===== src/rtl/accel_pair_scheduler_if.sv =====
// Pipeline-side bus of the pair scheduler: operands out to the fixed-latency
// acceleration pipeline, results back in, and the tagged result stream out
// to the downstream accumulator.
interface accel_pair_scheduler_if #(
    parameter int IDXW = 6
);
    logic              p_valid;
    logic [63:0]       p_x1;
    logic [63:0]       p_y1;
    logic [63:0]       p_x2;
    logic [63:0]       p_y2;
    logic [63:0]       p_m2;
    logic [63:0]       p_ax;
    logic [63:0]       p_ay;
    logic              res_valid;
    logic [IDXW-1:0]   res_idx;
    logic              res_first;
    logic              res_last;
    logic [63:0]       res_ax;
    logic [63:0]       res_ay;

    // Scheduler side
    modport master (
        output p_valid, p_x1, p_y1, p_x2, p_y2, p_m2,
        input  p_ax, p_ay,
        output res_valid, res_idx, res_first, res_last, res_ax, res_ay
    );

    // Pipeline / accumulator side
    modport slave (
        input  p_valid, p_x1, p_y1, p_x2, p_y2, p_m2,
        output p_ax, p_ay,
        input  res_valid, res_idx, res_first, res_last, res_ax, res_ay
    );
endinterface


===== src/rtl/accel_pair_scheduler.sv =====
// Pair scheduler feeding the pairwise acceleration pipeline. Walks every
// ordered pair (i, j), i != j, one per cycle, and carries {valid, i, first,
// last} tags alongside the pipeline so each returning ax/ay is re-associated
// with its target body. The pipeline cannot stall; the issue schedule is the
// only flow control.
module accel_pair_scheduler #(
    parameter int MAX_BODIES = 64,
    parameter int IDXW       = $clog2(MAX_BODIES),
    parameter int PIPE_LAT   = 122
) (
    input  logic                   clk,
    input  logic                   rst,
    input  logic                   start,
    input  logic [IDXW:0]          n_bodies,
    output logic                   busy,
    output logic                   done,
    output logic [IDXW-1:0]        ra_addr,
    input  logic [63:0]            ra_x,
    input  logic [63:0]            ra_y,
    output logic [IDXW-1:0]        rb_addr,
    input  logic [63:0]            rb_x,
    input  logic [63:0]            rb_y,
    input  logic [63:0]            rb_m,
    accel_pair_scheduler_if.master pif
);

    localparam int            IW1    = IDXW + 1;
    localparam logic [IDXW:0] MAX_N  = IW1'(MAX_BODIES);
    localparam logic [IDXW:0] N_ONE  = IW1'(1);
    localparam logic [IDXW:0] N_TWO  = IW1'(2);
    localparam logic [IDXW-1:0] I_ZERO = IDXW'(0);
    localparam logic [IDXW-1:0] I_ONE  = IDXW'(1);

    typedef enum logic [1:0] {
        ST_IDLE  = 2'd0,
        ST_ISSUE = 2'd1,
        ST_DRAIN = 2'd2,
        ST_DONE  = 2'd3
    } state_t;

    state_t          state_r, state_next_s;
    logic [IDXW:0]   n_r, n_next_s;
    logic [IDXW-1:0] i_r, i_next_s;
    logic [IDXW-1:0] j_r, j_next_s;
    logic            busy_r, done_r;

    logic [IDXW:0]   n_clamp_s;
    logic [IDXW:0]   j_inc_s;
    logic [IDXW:0]   j_skip_s;
    logic            row_end_s;
    logic            last_row_s;
    logic            last_pair_s;
    logic            issue_s;
    logic            first_s;
    logic            last_s;
    logic            pending_s;

    // Stage-1 tag register, aligned with the one-cycle RAM read
    logic            s1_valid_r;
    logic [IDXW-1:0] s1_idx_r;
    logic            s1_first_r;
    logic            s1_last_r;

    // Tag delay line matching the pipeline latency
    logic            dl_valid_r [PIPE_LAT];
    logic [IDXW-1:0] dl_idx_r   [PIPE_LAT];
    logic            dl_first_r [PIPE_LAT];
    logic            dl_last_r  [PIPE_LAT];

    // Pair-walk arithmetic: clamp, skip-self increment and row/first/last decode
    always_comb begin
        n_clamp_s   = (n_bodies > MAX_N) ? MAX_N : n_bodies;
        j_inc_s     = {1'b0, j_r} + N_ONE;
        j_skip_s    = (j_inc_s == {1'b0, i_r}) ? (j_inc_s + N_ONE) : j_inc_s;
        row_end_s   = (j_skip_s >= n_r);
        last_row_s  = ({1'b0, i_r} == (n_r - N_ONE));
        last_pair_s = row_end_s && last_row_s;
        first_s     = (i_r == I_ZERO) ? (j_r == I_ONE) : (j_r == I_ZERO);
        if (last_row_s) begin
            last_s = ({1'b0, j_r} == (n_r - N_TWO));
        end else begin
            last_s = ({1'b0, j_r} == (n_r - N_ONE));
        end
    end

    // Tags still in flight after this edge; the output stage is excluded so
    // done lands the cycle right after the final result
    always_comb begin
        pending_s = s1_valid_r;
        for (int k = 0; k < PIPE_LAT - 1; k++) begin
            pending_s = pending_s | dl_valid_r[k];
        end
    end

    // FSM next-state and counter update
    always_comb begin
        state_next_s = state_r;
        n_next_s     = n_r;
        i_next_s     = i_r;
        j_next_s     = j_r;
        issue_s      = 1'b0;
        case (state_r)
            ST_IDLE: begin
                if (start) begin
                    n_next_s = n_clamp_s;
                    i_next_s = I_ZERO;
                    j_next_s = I_ONE;
                    if (n_clamp_s < N_TWO) begin
                        state_next_s = ST_DRAIN;
                    end else begin
                        state_next_s = ST_ISSUE;
                    end
                end else begin
                    state_next_s = ST_IDLE;
                end
            end
            ST_ISSUE: begin
                issue_s = 1'b1;
                if (last_pair_s) begin
                    state_next_s = ST_DRAIN;
                    i_next_s     = I_ZERO;
                    j_next_s     = I_ZERO;
                end else if (row_end_s) begin
                    i_next_s = i_r + I_ONE;
                    j_next_s = ((i_r + I_ONE) == I_ZERO) ? I_ONE : I_ZERO;
                end else begin
                    j_next_s = j_skip_s[IDXW-1:0];
                end
            end
            ST_DRAIN: begin
                if (!pending_s) begin
                    state_next_s = ST_DONE;
                end else begin
                    state_next_s = ST_DRAIN;
                end
            end
            ST_DONE: begin
                state_next_s = ST_IDLE;
            end
            default: begin
                state_next_s = ST_IDLE;
            end
        endcase
    end

    // FSM state, counters and registered status outputs
    always_ff @(posedge clk or negedge rst) begin
        if (!rst) begin
            state_r <= ST_IDLE;
            n_r     <= '0;
            i_r     <= '0;
            j_r     <= '0;
            busy_r  <= 1'b0;
            done_r  <= 1'b0;
        end else begin
            state_r <= state_next_s;
            n_r     <= n_next_s;
            i_r     <= i_next_s;
            j_r     <= j_next_s;
            busy_r  <= (state_next_s != ST_IDLE);
            done_r  <= (state_next_s == ST_DONE);
        end
    end

    // Stage-1 tag capture alongside the RAM read
    always_ff @(posedge clk or negedge rst) begin
        if (!rst) begin
            s1_valid_r <= 1'b0;
            s1_idx_r   <= '0;
            s1_first_r <= 1'b0;
            s1_last_r  <= 1'b0;
        end else begin
            s1_valid_r <= issue_s;
            s1_idx_r   <= i_r;
            s1_first_r <= first_s;
            s1_last_r  <= last_s;
        end
    end

    // Tag delay line, advancing every cycle in lockstep with the pipeline
    always_ff @(posedge clk or negedge rst) begin
        if (!rst) begin
            for (int k = 0; k < PIPE_LAT; k++) begin
                dl_valid_r[k] <= 1'b0;
                dl_idx_r[k]   <= '0;
                dl_first_r[k] <= 1'b0;
                dl_last_r[k]  <= 1'b0;
            end
        end else begin
            dl_valid_r[0] <= s1_valid_r;
            dl_idx_r[0]   <= s1_idx_r;
            dl_first_r[0] <= s1_first_r;
            dl_last_r[0]  <= s1_last_r;
            for (int k = 1; k < PIPE_LAT; k++) begin
                dl_valid_r[k] <= dl_valid_r[k-1];
                dl_idx_r[k]   <= dl_idx_r[k-1];
                dl_first_r[k] <= dl_first_r[k-1];
                dl_last_r[k]  <= dl_last_r[k-1];
            end
        end
    end

    assign busy          = busy_r;
    assign done          = done_r;
    assign ra_addr       = i_r;
    assign rb_addr       = j_r;

    assign pif.p_valid   = s1_valid_r;
    assign pif.p_x1      = ra_x;
    assign pif.p_y1      = ra_y;
    assign pif.p_x2      = rb_x;
    assign pif.p_y2      = rb_y;
    assign pif.p_m2      = rb_m;

    assign pif.res_valid = dl_valid_r[PIPE_LAT-1];
    assign pif.res_idx   = dl_idx_r[PIPE_LAT-1];
    assign pif.res_first = dl_first_r[PIPE_LAT-1];
    assign pif.res_last  = dl_last_r[PIPE_LAT-1];
    assign pif.res_ax    = pif.p_ax;
    assign pif.res_ay    = pif.p_ay;

endmodule


===== src/flat_wrapper.sv =====
// flat-port wrapper written by rule: the top's interface ports become plain ports
module accel_pair_scheduler_flat 
#(
    parameter int MAX_BODIES = 64,
    parameter int IDXW       = $clog2(MAX_BODIES),
    parameter int PIPE_LAT   = 122
)
  (clk, rst, start, n_bodies, busy, done, ra_addr, ra_x, ra_y, rb_addr, rb_x, rb_y, rb_m, pif_p_valid, pif_p_x1, pif_p_y1, pif_p_x2, pif_p_y2, pif_p_m2, pif_p_ax, pif_p_ay, pif_res_valid, pif_res_idx, pif_res_first, pif_res_last, pif_res_ax, pif_res_ay);
  accel_pair_scheduler_if #(.IDXW(IDXW)) pif_i ();
  input  logic clk;
  input  logic rst;
  input  logic start;
  input  logic [IDXW:0] n_bodies;
  output logic busy;
  output logic done;
  output logic [IDXW-1:0] ra_addr;
  input  logic [63:0] ra_x;
  input  logic [63:0] ra_y;
  output logic [IDXW-1:0] rb_addr;
  input  logic [63:0] rb_x;
  input  logic [63:0] rb_y;
  input  logic [63:0] rb_m;
  output wire logic [$bits(pif_i.p_valid)-1:0] pif_p_valid;
  output wire logic [$bits(pif_i.p_x1)-1:0] pif_p_x1;
  output wire logic [$bits(pif_i.p_y1)-1:0] pif_p_y1;
  output wire logic [$bits(pif_i.p_x2)-1:0] pif_p_x2;
  output wire logic [$bits(pif_i.p_y2)-1:0] pif_p_y2;
  output wire logic [$bits(pif_i.p_m2)-1:0] pif_p_m2;
  input wire logic [$bits(pif_i.p_ax)-1:0] pif_p_ax;
  input wire logic [$bits(pif_i.p_ay)-1:0] pif_p_ay;
  output wire logic [$bits(pif_i.res_valid)-1:0] pif_res_valid;
  output wire logic [$bits(pif_i.res_idx)-1:0] pif_res_idx;
  output wire logic [$bits(pif_i.res_first)-1:0] pif_res_first;
  output wire logic [$bits(pif_i.res_last)-1:0] pif_res_last;
  output wire logic [$bits(pif_i.res_ax)-1:0] pif_res_ax;
  output wire logic [$bits(pif_i.res_ay)-1:0] pif_res_ay;
  assign pif_p_valid = pif_i.p_valid;
  assign pif_p_x1 = pif_i.p_x1;
  assign pif_p_y1 = pif_i.p_y1;
  assign pif_p_x2 = pif_i.p_x2;
  assign pif_p_y2 = pif_i.p_y2;
  assign pif_p_m2 = pif_i.p_m2;
  assign pif_i.p_ax = pif_p_ax;
  assign pif_i.p_ay = pif_p_ay;
  assign pif_res_valid = pif_i.res_valid;
  assign pif_res_idx = pif_i.res_idx;
  assign pif_res_first = pif_i.res_first;
  assign pif_res_last = pif_i.res_last;
  assign pif_res_ax = pif_i.res_ax;
  assign pif_res_ay = pif_i.res_ay;
  accel_pair_scheduler #(.MAX_BODIES(MAX_BODIES), .IDXW(IDXW), .PIPE_LAT(PIPE_LAT)) u_core (.clk(clk), .rst(rst), .start(start), .n_bodies(n_bodies), .busy(busy), .done(done), .ra_addr(ra_addr), .ra_x(ra_x), .ra_y(ra_y), .rb_addr(rb_addr), .rb_x(rb_x), .rb_y(rb_y), .rb_m(rb_m), .pif(pif_i));
endmodule

===== config.mk =====
export PLATFORM = sky130hd
export DESIGN_NAME = accel_pair_scheduler_flat
export DESIGN_NICKNAME = d
export VERILOG_FILES = /design/src/rtl/accel_pair_scheduler_if.sv /design/src/rtl/accel_pair_scheduler.sv /design/src/flat_wrapper.sv
export SDC_FILE = /design/constraint.sdc
export NUM_CORES = 1
export LEC_CHECK = 0
export CAP_MARGIN = 30
export CORE_AREA = 2 2 357 359
export DETAILED_ROUTE_END_ITERATION = 7
export DIE_AREA = 0 0 359 361
export PLACE_DENSITY = 0.5
export REMOVE_ABC_BUFFERS = 1
export SYNTH_ARGS = -nofsm -noshare
export SYNTH_HDL_FRONTEND = slang
export SYNTH_SLANG_ARGS = --single-unit

===== constraint.sdc =====
create_clock -name clk -period 3.7 [get_ports clk]
set_input_delay 0.74 -clock clk [delete_from_list [all_inputs] [get_ports clk]]
set_output_delay 0.74 -clock clk [all_outputs]
set_load 0.02 [all_outputs]

==> out/qor.csv <==
stage,metric,value,unit
timing,setup_ws,-0.0313,ns
clock_network,clockBufferDepth,3,
timing,relSlewSlack,0.560,
worst_setup_path,path_max_fanout,5,
cells_and_area,final_net_count,2080,
synth,yosysWarnings,0,
clock_network,hold_buffers,0,
routing,routed_wl,249,mm
timing,rsz0062_at_grt,yes,
routing,via_per_inst,4.36,
global_routing,grt_pass1_vias,14500,
pwr,combPwrFrac,0.097,
job,drv_cap,0,
run_status,status,finished with violations,
floorplan,core_area,125000,sq um
timing,final-setup-viol-count,1,
cells_and_area,drive_above_1_share,0.165,
synth,yosysMostFrequentCell,dfrtp_1,
floorplan,initial_utilization,0.267,
timing,whs,0.0328,ns
worst_setup_path,startpoint,u_core.rb_addr[0],
synth,synthArstFlopShare,1.00,
floorplan,fp.dieH,361,um
clock_network,clk_pin_slew_worst_paths,0.07,ns
worst_setup_path,end_kind,register,
pwr,clockPowerShare,0.393,
routing,wl_per_cell,74.5,um
pwr,internal_power,21100,uW
min_path,worstHoldPathType,input pin to asynchronous set/reset pin,
synth,synth_common_cells,"dfrtp_1, buf_4, nor4_1",
worst_setup_path,reg2reg_from,u_core.rb_addr[0],
place,io_buffers,33,
pwr,vdd_drop_max,0.000419,V
synth,synth_edf_count,0,
run_status,violations,negative setup slack,
place,place_area,33100,sq um
synth,ys_ff_latch,1130,
place,place.gp.congestion,1.32,
pwr,p_leak,0.0181,uW
pwr,power_density,765,nW/um^2
synth,synth_ff_type,dfrtp_1,
synth,yosys.area.top_type,dfrtp_1,
synth,seq_area_frac_synth,0.844,
synth,avgSynthCellArea,18.1,sq um
cells_and_area,stdcell_area,36900,sq um
synth,yosysUniqueCellTypes,50,
synth,synth_top_area_share,0.844,
global_routing,grt_overflow,0,
global_routing,grt.total_usage,0.384,
worst_setup_path,path_class,register to register,
pwr,p_total,28200,uW
global_routing,antenna_found_initial,0,
routing,drc,0,
clock_network,cts_tree,built,
routing,drtIter0Drc,1518,
floorplan,ioPinCount,930,
floorplan,die_w,359,um
pwr,power_frac_seq,0.511,
clock_network,cts_buffers,105,
worst_setup_path,critPathRequiredTime,4.24,ns
clock_network,cts_max_level,3,
clock_network,root_buffer,clkbuf_16,
routing,drtAntennaViolNets,0,
timing,fin_skew,0.0715,ns
worst_setup_path,crit_path_start_kind,register,
synth,ys_top_cells_by_area,"dfrtp_1, buf_4, nor4_1",
floorplan,die_area,130000,sq um
cells_and_area,diodes,0,
timing,fmax,0.268,GHz
cells_and_area,area_growth,10.1,%
global_routing,grt_pass1_wl,285,mm
timing,slew_viol_final,0,
routing,route.vias.total,14600,
routing,firstDrtPassIters,4,
worst_setup_path,arrival,4.27,ns
pwr,p_sw_frac,0.251,
floorplan,rows,130,
timing,fin_crit,3.73,ns
timing,worst_slew_pin_slew,0.660,ns
global_routing,grt_max_degree,119,
timing,hold_viol,0,
clock_network,clock_sinks,1130,
timing,period_share,1.01,
synth,synth.cell_area,33500,sq um
clock_network,clock_latency,0.73,ns
place,dp_hpwl,227,mm
synth,syn_inst,1857,
pwr,p_switching,7070,uW
-- layer usage --
metal,up-vias,GRT usage,share of wire
met5,-,0.200,0.015
met3,501,0.471,0.26
met1,7236,0.132,0.12
met2,1852,0.591,0.45
li1,4945,-,-
met4,52,0.475,0.16
-- power groups by stage --
| stage | Sequential [uW] | Combinational [uW] | Clock, uW |
|---|---|---|---|
| after global routing | 14600 | 3010 | 11800 |
| after floorplan | 14500 | 1130 | 0 |
| after detailed placement | 14600 | 2510 | 0 |
| after global placement | 14600 | 2480 | 0 |
| after CTS | 14400 | 2750 | 11200 |
| final | 14400 | 2730 | 11100 |
-- layout by cell type, fill, tap and decap left out, types with 3 or more instances in the layout --
master	n
dfrtp_1	1130
clkbuf_16	105
buf_4	55
nor4_1	36
clkdlybuf4s50_1	32
clkbuf_8	27
nand2_1	25
clkinv_2	21
inv_1	16
xnor2_1	16
xor2_1	15
ha_1	15
clkbuf_1	14
buf_12	14
nand2b_1	12
o21ai_0	12
nor2_1	11
nand4_1	10
nand3_1	9
a21oi_1	7
o21ai_1	6
clkinv_4	6
inv_6	6
a22o_1	5
nor3_1	5
clkinv_16	5
clkinvlp_4	5
bufinv_16	4
buf_6	4
and2_1	3
mux2i_1	3
-- per-stage QoR --
| stage | setup TNS (ns) | setup slack (ns) | util | std cells |
|---|---|---|---|---|
| CTS | -0.149 | -0.0435 | 0.294 | 3343 |
| floorplan | -4.78 | -0.525 | - | 1392 |
| finish | -0.0313 | -0.0313 | 0.294 | 3343 |
| global placement | -5.12 | -0.433 | 0.264 | 3143 |
| detailed placement | -5.07 | -0.447 | 0.264 | 3143 |
| global route | -2.66 | -0.248 | 0.294 | 3343 |
-- path summary, 6_finish.rpt --
kind                            cells after the start  slack [ns]                   end
worst max-delay path                               18       -0.03     u_core.ra_addr[0]
worst min-delay path                                1        0.03  u_core.dl_idx_r[264]
worst max register to register                     18       -0.03     u_core.ra_addr[0]
worst min register to register                      0        0.28  u_core.dl_idx_r[455]
max in group asynchronous                           3        2.45  u_core.dl_idx_r[576]
min in group clk                                    0        0.28  u_core.dl_idx_r[455]
-- sequential cells by signal, indices dropped and copies added, names as in the netlist --
name	cells
u_core.busy	1
u_core.dl_first_r	121
u_core.dl_idx_r	726
u_core.dl_last_r	121
u_core.dl_valid_r	121
u_core.done	1
u_core.n_r	7
u_core.pif.p_valid	1
u_core.pif.res_first	1
u_core.pif.res_idx	6
u_core.pif.res_last	1
u_core.pif.res_valid	1
u_core.ra_addr	6
u_core.rb_addr	6
u_core.s1_first_r	1
u_core.s1_idx_r	6
u_core.s1_last_r	1
u_core.state_r	2
-- cells by family (layout without fill, tap and decap cells) --
family | count (synthesis) | count (layout) | share of synthesized area
buffers and inverters | 482 | 318 | 0.105
AOI/OAI and AO/OA | 53 | 53 | 0.0101
xor gates and xnor gates | 36 | 36 | 0.0103
muxes | 6 | 6 | 0.00190
DFF | 1130 | 1130 | 0.844
adders and majority gates | 17 | 17 | 0.00635
and+or+nand+nor | 133 | 133 | 0.0227
-- final cells by class --
cell class                 instances  area [sq um]
inverter                          17          63.8
clock buffer                     146          3050
sequential                      1130         28300
clock inverter                    49           549
timing repair buffer             106          1070
tap                             1650          2060
multi-input combinational        245          1820
fill                           12200         88500
-- worst max-delay path, stage by stage, from the launching register on --
cell and delay [ns]:
dfrtp_1 0.42, inv_2 0.09, ha_4 0.21, xor2_2 0.15
a311oi_2 0.18, nand4_1 0.16, nand2b_4 0.18, or4b_4 0.54
and2_4 0.17, xnor2_2 0.13, ha_1 0.28, and4_1 0.15
o21ai_1 0.07, o211ai_1 0.09, buf_4 0.17, o21ai_1 0.14
buf_4 0.17, nor2_2 0.06, mux2_4 0.26
-- what timing repair did --
item / CTS / global route
endpoints found under the setup margin: 14 / 13
setup buffers: 5 / 0
cloned: 0 / 0
resized for setup: 26 / 4
pin swaps: 16 / 6
(Power assumes the default switching activity.)
